--- src/rtl/noisy_denoise_if.sv ---
// Sample-stream bus between the noisy source and the denoise stage.
// The source drives the sample, qualifiers and controls; the
// denoiser returns the filtered sample and its priming status.
interface noisy_denoise_if #(
  parameter int W = 14
);
  logic                in_valid;
  logic signed [W-1:0] sigin;
  logic                bypass;
  logic                clear;
  logic                out_valid;
  logic signed [W-1:0] sigout;
  logic                primed;

  modport master (
    output in_valid, sigin, bypass, clear,
    input  out_valid, sigout, primed
  );

  modport slave (
    input  in_valid, sigin, bypass, clear,
    output out_valid, sigout, primed
  );
endinterface

--- src/rtl/noisy_denoise.sv ---
// Boxcar moving-average denoiser over 2^LOG2_LEN samples.
// A circular window and a running sum are kept, so each accepted
// sample costs one add and one subtract. The output is registered,
// which gives one clock of latency. During warm-up the empty slots
// count as zero, so the output ramps up until the window is primed.
module noisy_denoise #(
  parameter int LOG2_LEN = 3,
  parameter int W        = 14
) (
  input  logic           clk,
  input  logic           rst,
  noisy_denoise_if.slave bus
);

  localparam int N      = 1 << LOG2_LEN;
  localparam int SW     = W + LOG2_LEN;
  localparam int HALF_I = 1 << (LOG2_LEN - 1);

  localparam logic signed [SW:0]     MAX_S = (SW+1)'((2 ** (W - 1)) - 1);
  localparam logic signed [SW:0]     MIN_S = ~MAX_S;
  localparam logic signed [SW:0]     HALF  = (SW+1)'(HALF_I);
  localparam logic [LOG2_LEN:0]      FULL  = (LOG2_LEN+1)'(N);

  logic signed [W-1:0]     window_q [N];
  logic signed [SW-1:0]    sum_q;
  logic [LOG2_LEN-1:0]     ptr_q;
  logic [LOG2_LEN:0]       fill_q;
  logic                    out_valid_q;
  logic signed [W-1:0]     sigout_q;
  logic                    primed_q;

  logic signed [SW-1:0]    sigin_ext;
  logic signed [SW-1:0]    oldest_ext;
  logic signed [SW-1:0]    sum_next;
  logic signed [SW:0]      rounded_sum;
  logic signed [SW:0]      avg_wide;
  logic signed [W-1:0]     avg_sat;
  logic [LOG2_LEN:0]       fill_plus;

  // Next running sum, rounded average and saturated result for the incoming sample
  always_comb begin
    sigin_ext   = $signed({{LOG2_LEN{bus.sigin[W-1]}}, bus.sigin});
    oldest_ext  = $signed({{LOG2_LEN{window_q[ptr_q][W-1]}}, window_q[ptr_q]});
    sum_next    = sum_q + sigin_ext - oldest_ext;
    rounded_sum = $signed({sum_next[SW-1], sum_next}) + HALF;
    avg_wide    = rounded_sum >>> LOG2_LEN;
    fill_plus   = fill_q + 1'b1;
    if (avg_wide > MAX_S) begin
      avg_sat = MAX_S[W-1:0];
    end else if (avg_wide < MIN_S) begin
      avg_sat = MIN_S[W-1:0];
    end else begin
      avg_sat = avg_wide[W-1:0];
    end
  end

  // Window, running sum, fill tracking and registered output; reset beats clear beats a sample
  always_ff @(posedge clk) begin
    if (rst) begin
      for (int i = 0; i < N; i++) begin
        window_q[i] <= '0;
      end
      sum_q       <= '0;
      ptr_q       <= '0;
      fill_q      <= '0;
      primed_q    <= 1'b0;
      out_valid_q <= 1'b0;
      sigout_q    <= '0;
    end else if (bus.clear) begin
      for (int i = 0; i < N; i++) begin
        window_q[i] <= '0;
      end
      sum_q       <= '0;
      ptr_q       <= '0;
      fill_q      <= '0;
      primed_q    <= 1'b0;
      out_valid_q <= 1'b0;
    end else if (bus.in_valid) begin
      window_q[ptr_q] <= bus.sigin;
      sum_q           <= sum_next;
      ptr_q           <= ptr_q + 1'b1;
      fill_q          <= (fill_q >= FULL) ? FULL : fill_plus;
      primed_q        <= (fill_plus >= FULL);
      out_valid_q     <= 1'b1;
      sigout_q        <= bus.bypass ? bus.sigin : avg_sat;
    end else begin
      out_valid_q <= 1'b0;
    end
  end

  assign bus.out_valid = out_valid_q;
  assign bus.sigout    = sigout_q;
  assign bus.primed    = primed_q;

endmodule

--- src/flat_wrapper.sv ---
// flat-port wrapper written by rule: the top's interface ports become plain ports
module noisy_denoise_flat 
#(
  parameter int LOG2_LEN = 3,
  parameter int W        = 14
)
  (clk, rst, bus_in_valid, bus_sigin, bus_bypass, bus_clear, bus_out_valid, bus_sigout, bus_primed);
  noisy_denoise_if #(.W(W)) bus_i ();
  input  logic clk;
  input  logic rst;
  input wire logic [$bits(bus_i.in_valid)-1:0] bus_in_valid;
  input wire logic [$bits(bus_i.sigin)-1:0] bus_sigin;
  input wire logic [$bits(bus_i.bypass)-1:0] bus_bypass;
  input wire logic [$bits(bus_i.clear)-1:0] bus_clear;
  output wire logic [$bits(bus_i.out_valid)-1:0] bus_out_valid;
  output wire logic [$bits(bus_i.sigout)-1:0] bus_sigout;
  output wire logic [$bits(bus_i.primed)-1:0] bus_primed;
  assign bus_i.in_valid = bus_in_valid;
  assign bus_i.sigin = bus_sigin;
  assign bus_i.bypass = bus_bypass;
  assign bus_i.clear = bus_clear;
  assign bus_out_valid = bus_i.out_valid;
  assign bus_sigout = bus_i.sigout;
  assign bus_primed = bus_i.primed;
  noisy_denoise #(.LOG2_LEN(LOG2_LEN), .W(W)) u_core (.clk(clk), .rst(rst), .bus(bus_i));
endmodule
--- config.mk ---
export PLATFORM = sky130hd
export DESIGN_NAME = noisy_denoise_flat
export DESIGN_NICKNAME = d
export VERILOG_FILES = /design/src/rtl/noisy_denoise_if.sv /design/src/rtl/noisy_denoise.sv /design/src/flat_wrapper.sv
export SDC_FILE = /design/constraint.sdc
export NUM_CORES = 1
export LEC_CHECK = 0
export BUFFER_PORTS_ARGS = -buffer_cell sky130_fd_sc_hd__buf_2
export CAP_MARGIN = 20
export CORE_ASPECT_RATIO = 0.5
export CORE_MARGIN = 4
export CORE_UTILIZATION = 56
export DETAILED_ROUTE_END_ITERATION = 12
export GPL_TIMING_DRIVEN = 1
export PLACE_DENSITY = 0.76
export SLEW_MARGIN = 0
export SYNTH_ARGS = -nofsm -noshare
export SYNTH_HDL_FRONTEND = slang
export SYNTH_SLANG_ARGS = --single-unit
--- constraint.sdc ---
create_clock -name clk -period 5.6 [get_ports clk]
set_clock_uncertainty 0.15 [all_clocks]
set_input_delay 0 -clock clk [delete_from_list [all_inputs] [get_ports clk]]
set_output_delay 0 -clock clk [all_outputs]
set_load 0.05 [all_outputs]
Word-level counts from Yosys, hierarchy flattened
Memories as Yosys holds them, arrays and structs flattened. A register that Yosys moved wholly into a read port is not among the register bits.
Index checks and enable logic that the tools add are counted.
Storage, ports and cells
  bits in registers: 40
  bits in latches: 0
  memory bits (writable): 112
  memory bits (read-only): 0
  bits of input ports: 19
  output and inout port bits: 16
  word-level logic and storage cells: 54
  memories kept: 1
Memory list
  u_core.window_q: depth 8, width 14, rd ports 1, clocked after memory_dff 1, write ports 8, line noisy_denoise.sv:24  | logic signed [W-1:0] window_q [N];
Cells by class
  add/sub/neg operators: 5
  $mul: 0
  divide/modulo/power cells: 0
  order comparisons: 4
  equality and inequality tests: 0
  shifts and indexed selects: 0
  mux-type cells: 26
  bitwise operators: 9
  reduce and logical (&&, ||, !) cells: 3
Operators by type and width (count)
  two-way mux 14 bit: 12
  adder 17 x 4 -> 18 bit, second input constant: 1
  adder 17 x 14 -> 17 bit: 1
  subtractor 17 x 14 -> 17 bit: 1
  > comparator 15 x 14 -> 1 bit, second input constant: 1
  < comparator 15 x 14 -> 1 bit, second input constant: 1
  OR reduction 14 bit: 1
  two-way mux 1 bit: 10
  two-way mux 3 bit: 3
  >= comparator 4 bit, second input constant: 2
  OR 1 bit: 8
  adder 4 x 1 -> 4 bit, second input constant: 1
  two-way mux 4 bit: 1
  adder 3 x 1 -> 3 bit, second input constant: 1
  AND reduction 2 bit: 1
  OR reduction 2 bit: 1
  inverter 1 bit: 1

Depth between registers and ports, before layout
Gate-level depths: netlist of run 1.
  depth after elaboration: 7
  depth in mapped cells: 17
  depth with buffers taken out: 15

Least setup slack after synthesis of run 1
OpenSTA, ideal clock, no wires.
  path type: flip-flop to flip-flop
  start: register with a tool-made name
  end: register u_core.sigout_q[2], in the netlist u_core.bus.sigout[2]
  setup time: 122 ps
  arrival: 5404 ps
  required time: 5328 ps
  setup slack: -76 ps
  cell stages (with the launch flop): 17
  buffers on the path: 2
  period minus slack after synthesis: 5676 ps
  cell sequence: dfxtp_1 clkbuf_1 buf_1 mux4_2 mux2_2 fa_1 inv_1 fa_1 a21o_1 a221o_1 a31oi_1 a21boi_1 o21ai_0 xor2_1 mux2_2 a22o_1 a221o_1
RTL lines
  to (signal assigned): line noisy_denoise.sv:85  | sigout_q <= bus.bypass ? bus.sigin : avg_sat;
  to (decl): line noisy_denoise.sv:29  | logic signed [W-1:0] sigout_q;

==> summary.txt, run 1 <==
Ant. Diodes: 0
Worst Slack Setup Final: 0.2455 ns
outcome: finished, final reports clean
Setup violations, final: 0
Hold Violations, Final: 0
Post-Place Cell Area: 8986 um2
commonest non-fill, non-tap cells in the layout: 112 x edfxtp_1, 64 x inv_1, 55 x and2_1, 53 x nor4_1
Layout area overhead: 14.07%
share of cells above drive strength 1: 18.17%
CTS root buf: clkbuf_16
CTS buffer count: 17
Setup CP Type: reg2reg
clock slew at reported path FFs: 0.07 ns
Crit path max-delay family: simple AND/OR/NAND/NOR gates
VDD IR-drop max: 250.7 uV
placed cells: 958
Final ANT Viol Nets: 0
RSZ-0062 raised after global routing: false
PD cells: 365.3 nW/um2
Post-Route Setup TNS: 0 ns
pre-CTS setup slack: 0.3928 ns
count of cell types in the netlist: 62
antenna violations before repair: 0
WL/cell: 22.91 um
Synth Cell Area: 8511 um2
design area: 9708 um2
# rows: 31
global-route wire length before repair: 36000 um
Slowest-stage cell, CP: dlygate4sd3_1
worst-path maximum fanout: 11
hold crit path type: in2reg
Synth async-reset ratio: 0%
post-CTS setup buffer count: 0
nets: 853
met3 usage: 8.918%
f_max: 0.1868 GHz
H-tree depth: 4
Setup crit start kind: register
post-route clock period utilization: 95.62%
Initial Utilization: 58.05%
Final Non-Filler Cells: 1007
Die Height: 95.17 um
Via-to-Cell Ratio: 6.363
# IOs: 35
GPL Wtd Cong: 0.9086
Most Frequent Cell on Critical Path: nand2_1
DRC Markers: 0
Initial DRT Pass Iterations: 6
clk_lat worst skew: 0.43 ns
Rel. slew slack: 30.60%
flops & latches, synth: 155
largest net degree at the start of global routing: 38
met2 Track Usage GR: 43.02%
CTS tree: built
1st-iter DRT viols: 704
die area: 17350 um2
CP bufs+invs: 2
CP max stage delay: 0.56 ns
critical path endpoint category: register
Post-Syn Area per Cell: 11.39 um2
most common cell after layout, fill and taps aside: edfxtp_1
met1 usage: 37.68%
Post-Syn Instances: 747
worst path cell trace: buf_4, mux4_2, mux2i_1, fa_1, ha_1, and3_1, nand2_1, o221a_2, xnor2_1, nand4_1, nor3_1, nand2_1, a31oi_1, a211oi_1, dlygate4sd3_1
max cap viols: 0
ys flop type: edfxtp_1
critical path data arrival time: 5.52 ns
Tot GR Track Use: 27.59%
CTS Buffer Depth: 2
Final Max Slew Viols: 0
Post-Route WL: 23070 um
Synth warnings: 0
Tmin final: 5.355 ns
Die Wd: 182.3 um
Lkg Pwr: 3.755 nW
vias in the first global route: 6336
Critical Path RT: 5.76 ns
total power: 3.547 mW
Core Box Area: 14660 um2
GRT overflow: 0
net count of the mapped netlist: 804
busiest grt layer: met2
HPWL Detailed: 15260 um
number of synthesized flops with an enable pin: 112
clock sinks: 155
Vias: 6408
Least-Margin Pin Slew: 1.037 ns
IO Port Bufs: 34
Seq/Total Area, Yosys: 49.63%
cells in the mapped netlist (5+ instances only):
cell type | number | share of area (%)
xnor2_1 | 19 | 2.0
and2_1 | 55 | 4.0
o21ai_0 | 29 | 1.7
and3_1 | 5 | 0.37
a21o_1 | 6 | 0.53
a221oi_1 | 5 | 0.51
a211oi_1 | 13 | 1.1
clkbuf_1 | 36 | 1.6
buf_1 | 6 | 0.26
mux2_2 | 15 | 2.0
nor4_1 | 56 | 4.1
a21oi_1 | 22 | 1.3
mux2i_1 | 11 | 1.3
nand2_1 | 32 | 1.4
nand3_1 | 7 | 0.41
nor2_1 | 42 | 1.9
a31oi_1 | 6 | 0.44
dfxtp_1 | 43 | 10
xor2_1 | 9 | 0.93
nand2b_1 | 10 | 0.74
edfxtp_1 | 112 | 40
nor3_1 | 25 | 1.5
ha_1 | 22 | 3.2
fa_1 | 16 | 3.8
inv_1 | 64 | 2.8
mux4_2 | 28 | 7.4
through the flow:
stage	hold slack, ns	util, %
after detailed placement	0.05844	61.29
final	0.08460	66.21
after CTS	0.07543	66.15
after global placement	0.05037	61.29
after global routing	0.09553	66.21
after floorplan	-0.07724	-
routing by layer:
layer  vias up  wire length (um)
met5         -                 0
met4         0               495
met3        47              2736
met2       380             10270
met1      3120              9565
li1       2861                 -
logic make-up after synthesis:
kind of cell,after synthesis,share of synthesized area (%)
buffers and inverters,110,4.896
multiplexers,54,10.69
adder cells (fa/ha/maj),38,6.998
AND/OR/NAND/NOR,253,16.39
flip-flops,155,49.63
AO/OA/AOI/OAI,109,8.512
XOR/XNOR,28,2.882
area by class of cell:
class | count | area, um2
fillers | 1071 | 4954
flip-flops and latches | 155 | 4225
repair buffers | 75 | 533.0
multi-input cells | 482 | 3916
inverters | 65 | 244.0
clock inverters | 13 | 108.9
clock buffers | 19 | 432.9
well taps | 198 | 247.7
where the power goes:
group / switching [mW] / internal, mW / leakage, nW
clock: 0.499 / 0.579 / 0.251
combinational: 0.707 / 0.439 / 1.90
sequential: 0.0291 / 1.29 / 1.60
total: 1.23 / 2.31 / 3.76
what timing repair did:
action,CTS,global route
hold endpoints to repair,66,0
gates resized for setup,0,3
setup endpoints to repair,0,1
hold buffers,17,0
state kept, by name, summed over array words and instances, names as in the netlist, named ones only:
name and count:
u_core.bus.out_valid 1, u_core.bus.primed 1, u_core.bus.sigout 14, u_core.fill_q 4, u_core.ptr_q 3, u_core.sum_q 17, u_core.window_q 112
path summary, 6_finish.rpt:
kind | start | endpoint | slack [ns] | depth (start not counted)
min reg2reg | u_core.bus.sigout[0] | u_core.bus.sigout[0] | 0.30 | 2
min | bus_clear | u_core.window_q[6][6] | 0.08 | 3
max reg2reg | register | u_core.bus.sigout[13] | 0.25 | 15
max | register | u_core.bus.sigout[13] | 0.25 | 15
worst register-to-register path, cell delays in order, from the launching register on:
cell and delay [ns]:
dfxtp_2 0.39, buf_4 0.23, mux4_2 0.53, mux2i_1 0.31
fa_1 0.53, ha_1 0.51, and3_1 0.29, nand2_1 0.12
o221a_2 0.33, xnor2_1 0.21, nand4_1 0.26, nor3_1 0.36
nand2_1 0.09, a31oi_1 0.25, a211oi_1 0.11, dlygate4sd3_1 0.56
Power figures use the tool's default switching activity.
==> run 2: changes to the inputs <==
--- a/config.mk
+++ b/config.mk
@@ -12,7 +12,7 @@
 export CORE_UTILIZATION = 56
 export DETAILED_ROUTE_END_ITERATION = 12
 export GPL_TIMING_DRIVEN = 1
-export PLACE_DENSITY = 0.76
+export PLACE_DENSITY = 0.85
 export SLEW_MARGIN = 0
 export SYNTH_ARGS = -nofsm -noshare
 export SYNTH_HDL_FRONTEND = slang
==> run 2 against run 1 <==
Sequential cell count unchanged; final cell count is 0.60% lower; die area is the same; critical path type unchanged; via count is 5.5% higher; cell area hardly changed; largest cell class unchanged; utilization rose by 0.051 points; maximum frequency down 3.1%; routed wire length grew 6.5%; sequential share of layout area about the same.
==> summary.txt, run 2 (synthesis results as in run 1) <==
Int Pwr: 2.373 mW
Psw: 1.307 mW
Post-Route WL: 24570 um
antenna violations before repair: 0
max cap viols: 0
Initial Utilization: 58.05%
CTS root buf: clkbuf_16
Die Height: 95.17 um
CTS Buffer Depth: 2
Setup violations, final: 0
H-tree depth: 4
largest net degree at the start of global routing: 43
PD cells: 378.8 nW/um2
# rows: 31
Seq pwr share: 36.2%
fin util: 66.27%
outcome: finished, final reports clean
VDD IR-drop max: 260.5 uV
commonest non-fill, non-tap cells in the layout: 112 x edfxtp_1, 64 x inv_1, 55 x and2_1, 52 x nor4_1
worst-path maximum fanout: 28
nets: 847
RSZ-0062 raised after global routing: true
combinational power share: 32.7%
Lkg Pwr: 3.752 nW
1st-iter DRT viols: 1022
most common cell after layout, fill and taps aside: edfxtp_1
critical path data arrival time: 5.67 ns
Via-to-Cell Ratio: 6.751
WL/cell: 24.54 um
Vias: 6758
Critical Path RT: 5.74 ns
Ant. Diodes: 0
Top reg by flops: u_core.window_q
DRC Markers: 0
CTS buffer count: 17
Tmin final: 5.526 ns
clk_lat worst skew: 0.43 ns
Clk pwr share: 31.1%
GPL Wtd Cong: 0.9530
Setup crit start kind: register
Setup CP Type: reg2reg
Final Max Slew Viols: 0
post-CTS setup buffer count: 0
design area: 9716 um2
# IOs: 35
vias in the first global route: 6549
r2r setup slk: 0.07 ns
Hold Violations, Final: 0
Tot GR Track Use: 28.76%
Final ANT Viol Nets: 0
placed cells: 952
Rel. slew slack: 21.84%
CTS tree: built
GRT overflow: 0
clock slew at reported path FFs: 0.07 ns
Post-Place Cell Area: 8932 um2
HPWL Detailed: 15390 um
global-route wire length before repair: 37500 um
Die Wd: 182.3 um
Final Non-Filler Cells: 1001
sw frac: 35.51%
number of flip-flops under the largest register name: 112
die area: 17350 um2
Initial DRT Pass Iterations: 6
Least-Margin Pin Slew: 1.168 ns
share of cells above drive strength 1: 18.06%
Layout area overhead: 14.16%
Core Box Area: 14660 um2
post-route clock period utilization: 98.67%
clock sinks: 155
critical path endpoint category: register
IO Port Bufs: 34
hold crit path type: in2reg
final-layout fill cell count: 1003
f_max: 0.1810 GHz
## run 2: metal layers
metal | global-route usage (%) | vias to the layer above | wire length [um]
li1 | - | 2843 | -
met2 | 46.45 | 586 | 11290
met1 | 34.86 | 3204 | 8646
met5 | 0 | - | 0
met4 | 14.17 | 0 | 1245
met3 | 10.33 | 125 | 3381
## run 2: metrics by stage
stage / setup TNS (ns) / power (mW) / setup WS [ns] / hold WS [ns]
2_1_floorplan: 0 / 2.151 / 0.1584 / -0.07724
3_3_place_gp: 0 / 2.433 / 0.4811 / 0.05267
3_5_place_dp: 0 / 2.468 / 0.2697 / 0.05976
4_1_cts: 0 / 3.606 / 0.1365 / 0.07483
5_1_grt: -0.07400 / 3.813 / -0.07400 / 0.1059
6_report: 0 / 3.680 / 0.07425 / 0.09094
## run 2: path summary, 6_finish.rpt
check / startpoint / to / cells past startpoint
max: register / u_core.bus.sigout[0] / 15
min reg2reg: u_core.bus.sigout[11] / u_core.bus.sigout[11] / 2
min: bus_in_valid / u_core.sum_q[12] / 3
max reg2reg: register / u_core.bus.sigout[0] / 15
## run 2: power groups by stage
stage          Combinational [mW]  Sequential [mW]  Clock (mW)
4_1_cts                      1.14             1.33        1.14
3_3_place_gp                 1.09             1.35           0
5_1_grt                      1.28             1.33        1.20
6_report                     1.20             1.33        1.14
3_5_place_dp                 1.12             1.35           0
2_1_floorplan               0.764             1.39           0
## run 2: final cells by class
type	count	area, um2	share of cell area (%)
Clock buffer	18	429.2	4.417
Clock inverter	14	150.1	1.545
Inverter	65	244.0	2.511
Multi-Input combinational cell	482	3931	40.46
Sequential cell	155	4225	43.49
Tap cell	198	247.7	2.550
Timing Repair Buffer	69	488.0	5.023
## run 2: critical path: stages (launching register included)
cell	delay, ns
dfxtp_2	0.36
buf_12	0.24
mux4_2	0.54
mux2_2	0.30
fa_1	0.51
inv_1	0.08
fa_1	0.47
a21o_1	0.24
a221o_1	0.41
and2_1	0.24
or3_1	0.40
nand2_1	0.27
nor4_1	0.12
mux2_2	0.36
a221oi_1	0.56
o21ai_1	0.12
## run 2: what timing repair did
item                                    CTS  global route
gates resized for setup                   0             6
hold buffers                             17             0
endpoints found under the setup margin    0             2
endpoints found under the hold margin    69             0
==> run 3: changes to the inputs <==
--- a/config.mk
+++ b/config.mk
@@ -5,14 +5,15 @@
 export SDC_FILE = /design/constraint.sdc
 export NUM_CORES = 1
 export LEC_CHECK = 0
-export BUFFER_PORTS_ARGS = -buffer_cell sky130_fd_sc_hd__buf_2
+export ABC_AREA = 1
 export CAP_MARGIN = 20
 export CORE_ASPECT_RATIO = 0.5
 export CORE_MARGIN = 4
-export CORE_UTILIZATION = 56
+export CORE_UTILIZATION = 47
 export DETAILED_ROUTE_END_ITERATION = 12
+export DONT_BUFFER_PORTS = 1
 export GPL_TIMING_DRIVEN = 1
-export PLACE_DENSITY = 0.85
+export PLACE_DENSITY = 0.73
 export SLEW_MARGIN = 0
 export SYNTH_ARGS = -nofsm -noshare
 export SYNTH_HDL_FRONTEND = slang
==> run 3 against run 2 <==
Synthesized cell count increased by 40%; routed wire length decreased by 10%; worst hold slack got worse by 0.067 ns; combinational power decreased by 3%; maximum frequency increased by 4.5%; count of clock-buffer cells in the layout unchanged; non-clock buffer count decreased by 39; sequential cell count unchanged; critical path type unchanged; critical endpoint is now u_core.bus.sigout[8]; highest routed layer unchanged.
==> summary.txt, run 3 <==
outcome: finished, final reports clean
count leader, synth: nor2_1
Final Max Slew Viols: 0
Fin Hold WS: 0.02401 ns
commonest non-fill, non-tap cells in the layout: 222 x nor2_1, 155 x nand2_1, 117 x inv_1, 112 x edfxtp_1, 75 x o21ai_0
Most Frequent Cell on Critical Path: nand2_1
Post-Syn Area per Cell: 8.337 um2
net count of the mapped netlist: 1105
area share of the largest cell type after synthesis: 38.49%
worst-path maximum fanout: 32
Worst Slack Setup Final: 0.3147 ns
clock sinks: 155
Setup violations, final: 0
post-route clock period utilization: 94.38%
nets: 1112
Least-Margin Pin Slew: 0.9832 ns
hold crit path type: in2reg
critical path data arrival time: 5.44 ns
ys flop type: edfxtp_1
Core Box Area: 17780 um2
Rel. slew slack: 34.38%
Slowest-stage cell, CP: dlygate4sd3_1
PD cells: 379.5 nW/um2
dominant cell type by area after synthesis: edfxtp_1
footprint of the multi-input gates: 3830 um2
CTS buffer count: 17
GPL Wtd Cong: 0.8998
vias in the first global route: 6792
clock slew at reported path FFs: 0.07 ns
clk_lat worst skew: 0.43 ns
Post-Syn Instances: 1048
global-route wire length before repair: 35250 um
Layout area overhead: 11.86%
DRC Markers: 0
CTS root buf: clkbuf_16
Setup crit start kind: register
Synth Cell Area: 8737 um2
Critical Path RT: 5.75 ns
WL/cell: 16.94 um
cell count of the worst hold path: 4
Via-to-Cell Ratio: 5.494
most common cell after layout, fill and taps aside: nor2_1
largest cells by area after synthesis: edfxtp_1 38%, dfxtp_1 9.9%, nor2_1 9.5%
register area: 4227 um2
1st-iter DRT viols: 716
max cap viols: 0
Post-Route Setup TNS: 0 ns
CTS tree: built
Final ANT Viol Nets: 0
antenna violations before repair: 1
Die Height: 104.4 um
Synth async-reset ratio: 0%
# rows: 34
worst path cell trace: clkinvlp_4, buf_4, o21ai_0, o22ai_1, o21ai_0, fa_1, ha_1, nand2_2, inv_1, nand2_1, nand2_1, inv_1, nand3_2, nand2_1, nand2_1, nor2_1, nand3_2, nor2_4, nand2_1, nand3_4, nand3_2, nand2_1, a21oi_2, dlygate4sd3_1
die area: 20970 um2
Initial Utilization: 49.13%
final-layout fill cell count: 1538
number of synthesized flops with an enable pin: 112
CTS Buffer Depth: 2
# IOs: 35
share of cells above drive strength 1: 11.61%
flops & latches, synth: 155
CP max stage delay: 0.59 ns
f_max: 0.1892 GHz
Die Wd: 200.8 um
reg2reg path depth: 24
Top reg by flops: u_core.window_q
Lkg Pwr: 4.293 nW
critical path endpoint category: register
Setup CP Type: reg2reg
VDD IR-drop max: 257.7 uV
most instantiated cells after synthesis: 222 x nor2_1, 155 x nand2_1, 118 x inv_1
number of flip-flops under the largest register name: 112
Vias: 7159
Tmin final: 5.285 ns
Initial DRT Pass Iterations: 5
IO Port Bufs: 0
count of cell types in the netlist: 38
largest net degree at the start of global routing: 57
GRT overflow: 0
Hold Violations, Final: 0
H-tree depth: 4
Synth warnings: 0
design area: 9773 um2
Seq/Total Area, Yosys: 48.35%
Post-Place Cell Area: 8930 um2
Tot GR Track Use: 20.81%
Post-Route WL: 22080 um
pre-CTS setup slack: 0.6638 ns
HPWL Detailed: 15510 um
-- run 3: cells by family (layout without fill, tap and decap cells) --
| kind of cell | count (synthesis) | after routing | share of synthesized area [%] |
|---|---|---|---|
| fa+ha+maj | 38 | 38 | 6.817 |
| flops | 155 | 155 | 48.35 |
| xor+xnor | 11 | 11 | 1.103 |
| simple gates | 495 | 495 | 25.26 |
| compound gates | 169 | 169 | 10.57 |
| buf+inv | 180 | 200 | 7.905 |
| other cells | 0 | 1 | 0 |
-- run 3: worst max-delay path, delay by kind of cell, from the launching register on --
| family | cells | cell delay (ns) |
|---|---|---|
| buffers and inverters | 5 | 1.29 |
| DFF | 1 | 0.42 |
| adders and majority gates | 2 | 0.92 |
| AOI/OAI and AO/OA | 4 | 0.80 |
| and+or+nand+nor | 13 | 1.56 |
-- run 3: power by group --
part	switching [mW]	internal [mW]	total [mW]
registers	0.0716	1.29	1.36
clock network	0.508	0.677	1.19
logic	0.793	0.370	1.16
total	1.37	2.34	3.71
-- run 3: worst paths after layout --
path | start | endpoint | slack (ns)
worst min-delay path | bus_bypass | u_core.bus.sigout[5] | 0.02
worst min register to register | u_core.sum_q[0] | u_core.sum_q[0] | 0.34
worst max-delay path | register | u_core.bus.sigout[8] | 0.31
worst max register to register | register | u_core.bus.sigout[8] | 0.31
-- run 3: repair_timing --
| item | 4_1_cts | 5_1_grt |
|---|---|---|
| hold buffers | 20 | 0 |
| resized for setup | 0 | 8 |
| endpoints found under the setup margin | 0 | 1 |
| hold endpoints to repair | 145 | 0 |
| setup buffers | 0 | 0 |
-- run 3: routing by layer --
| layer | share of wire, % | track usage (%) | vias up |
|---|---|---|---|
| li1 | - | - | 3452 |
| met1 | 45 | 28.84 | 3339 |
| met2 | 46 | 34.15 | 328 |
| met3 | 7.4 | 3.053 | 40 |
| met4 | 2.0 | 6.281 | 0 |
| met5 | 0 | 0 | - |
-- run 3: layout make-up --
cell class                 instances  area share, %
antenna                            1        0.02560
clock buffer                      18          4.391
clock inverter                    14          1.818
inverter                         137          5.339
multi-input combinational        713          39.19
sequential                       155          43.25
tap                              234          2.996
timing repair buffer              30          2.945
timing repair inverter             1        0.05121
-- run 3: stage by stage --
step | instances | util, % | power (mW)
detailed placement | 1249 | 50.22 | 2.492
global route | 1303 | 54.96 | 3.910
global placement | 1249 | 50.22 | 2.470
finish | 1303 | 54.96 | 3.709
CTS | 1301 | 54.76 | 3.680
floorplan | 1048 | - | 2.262
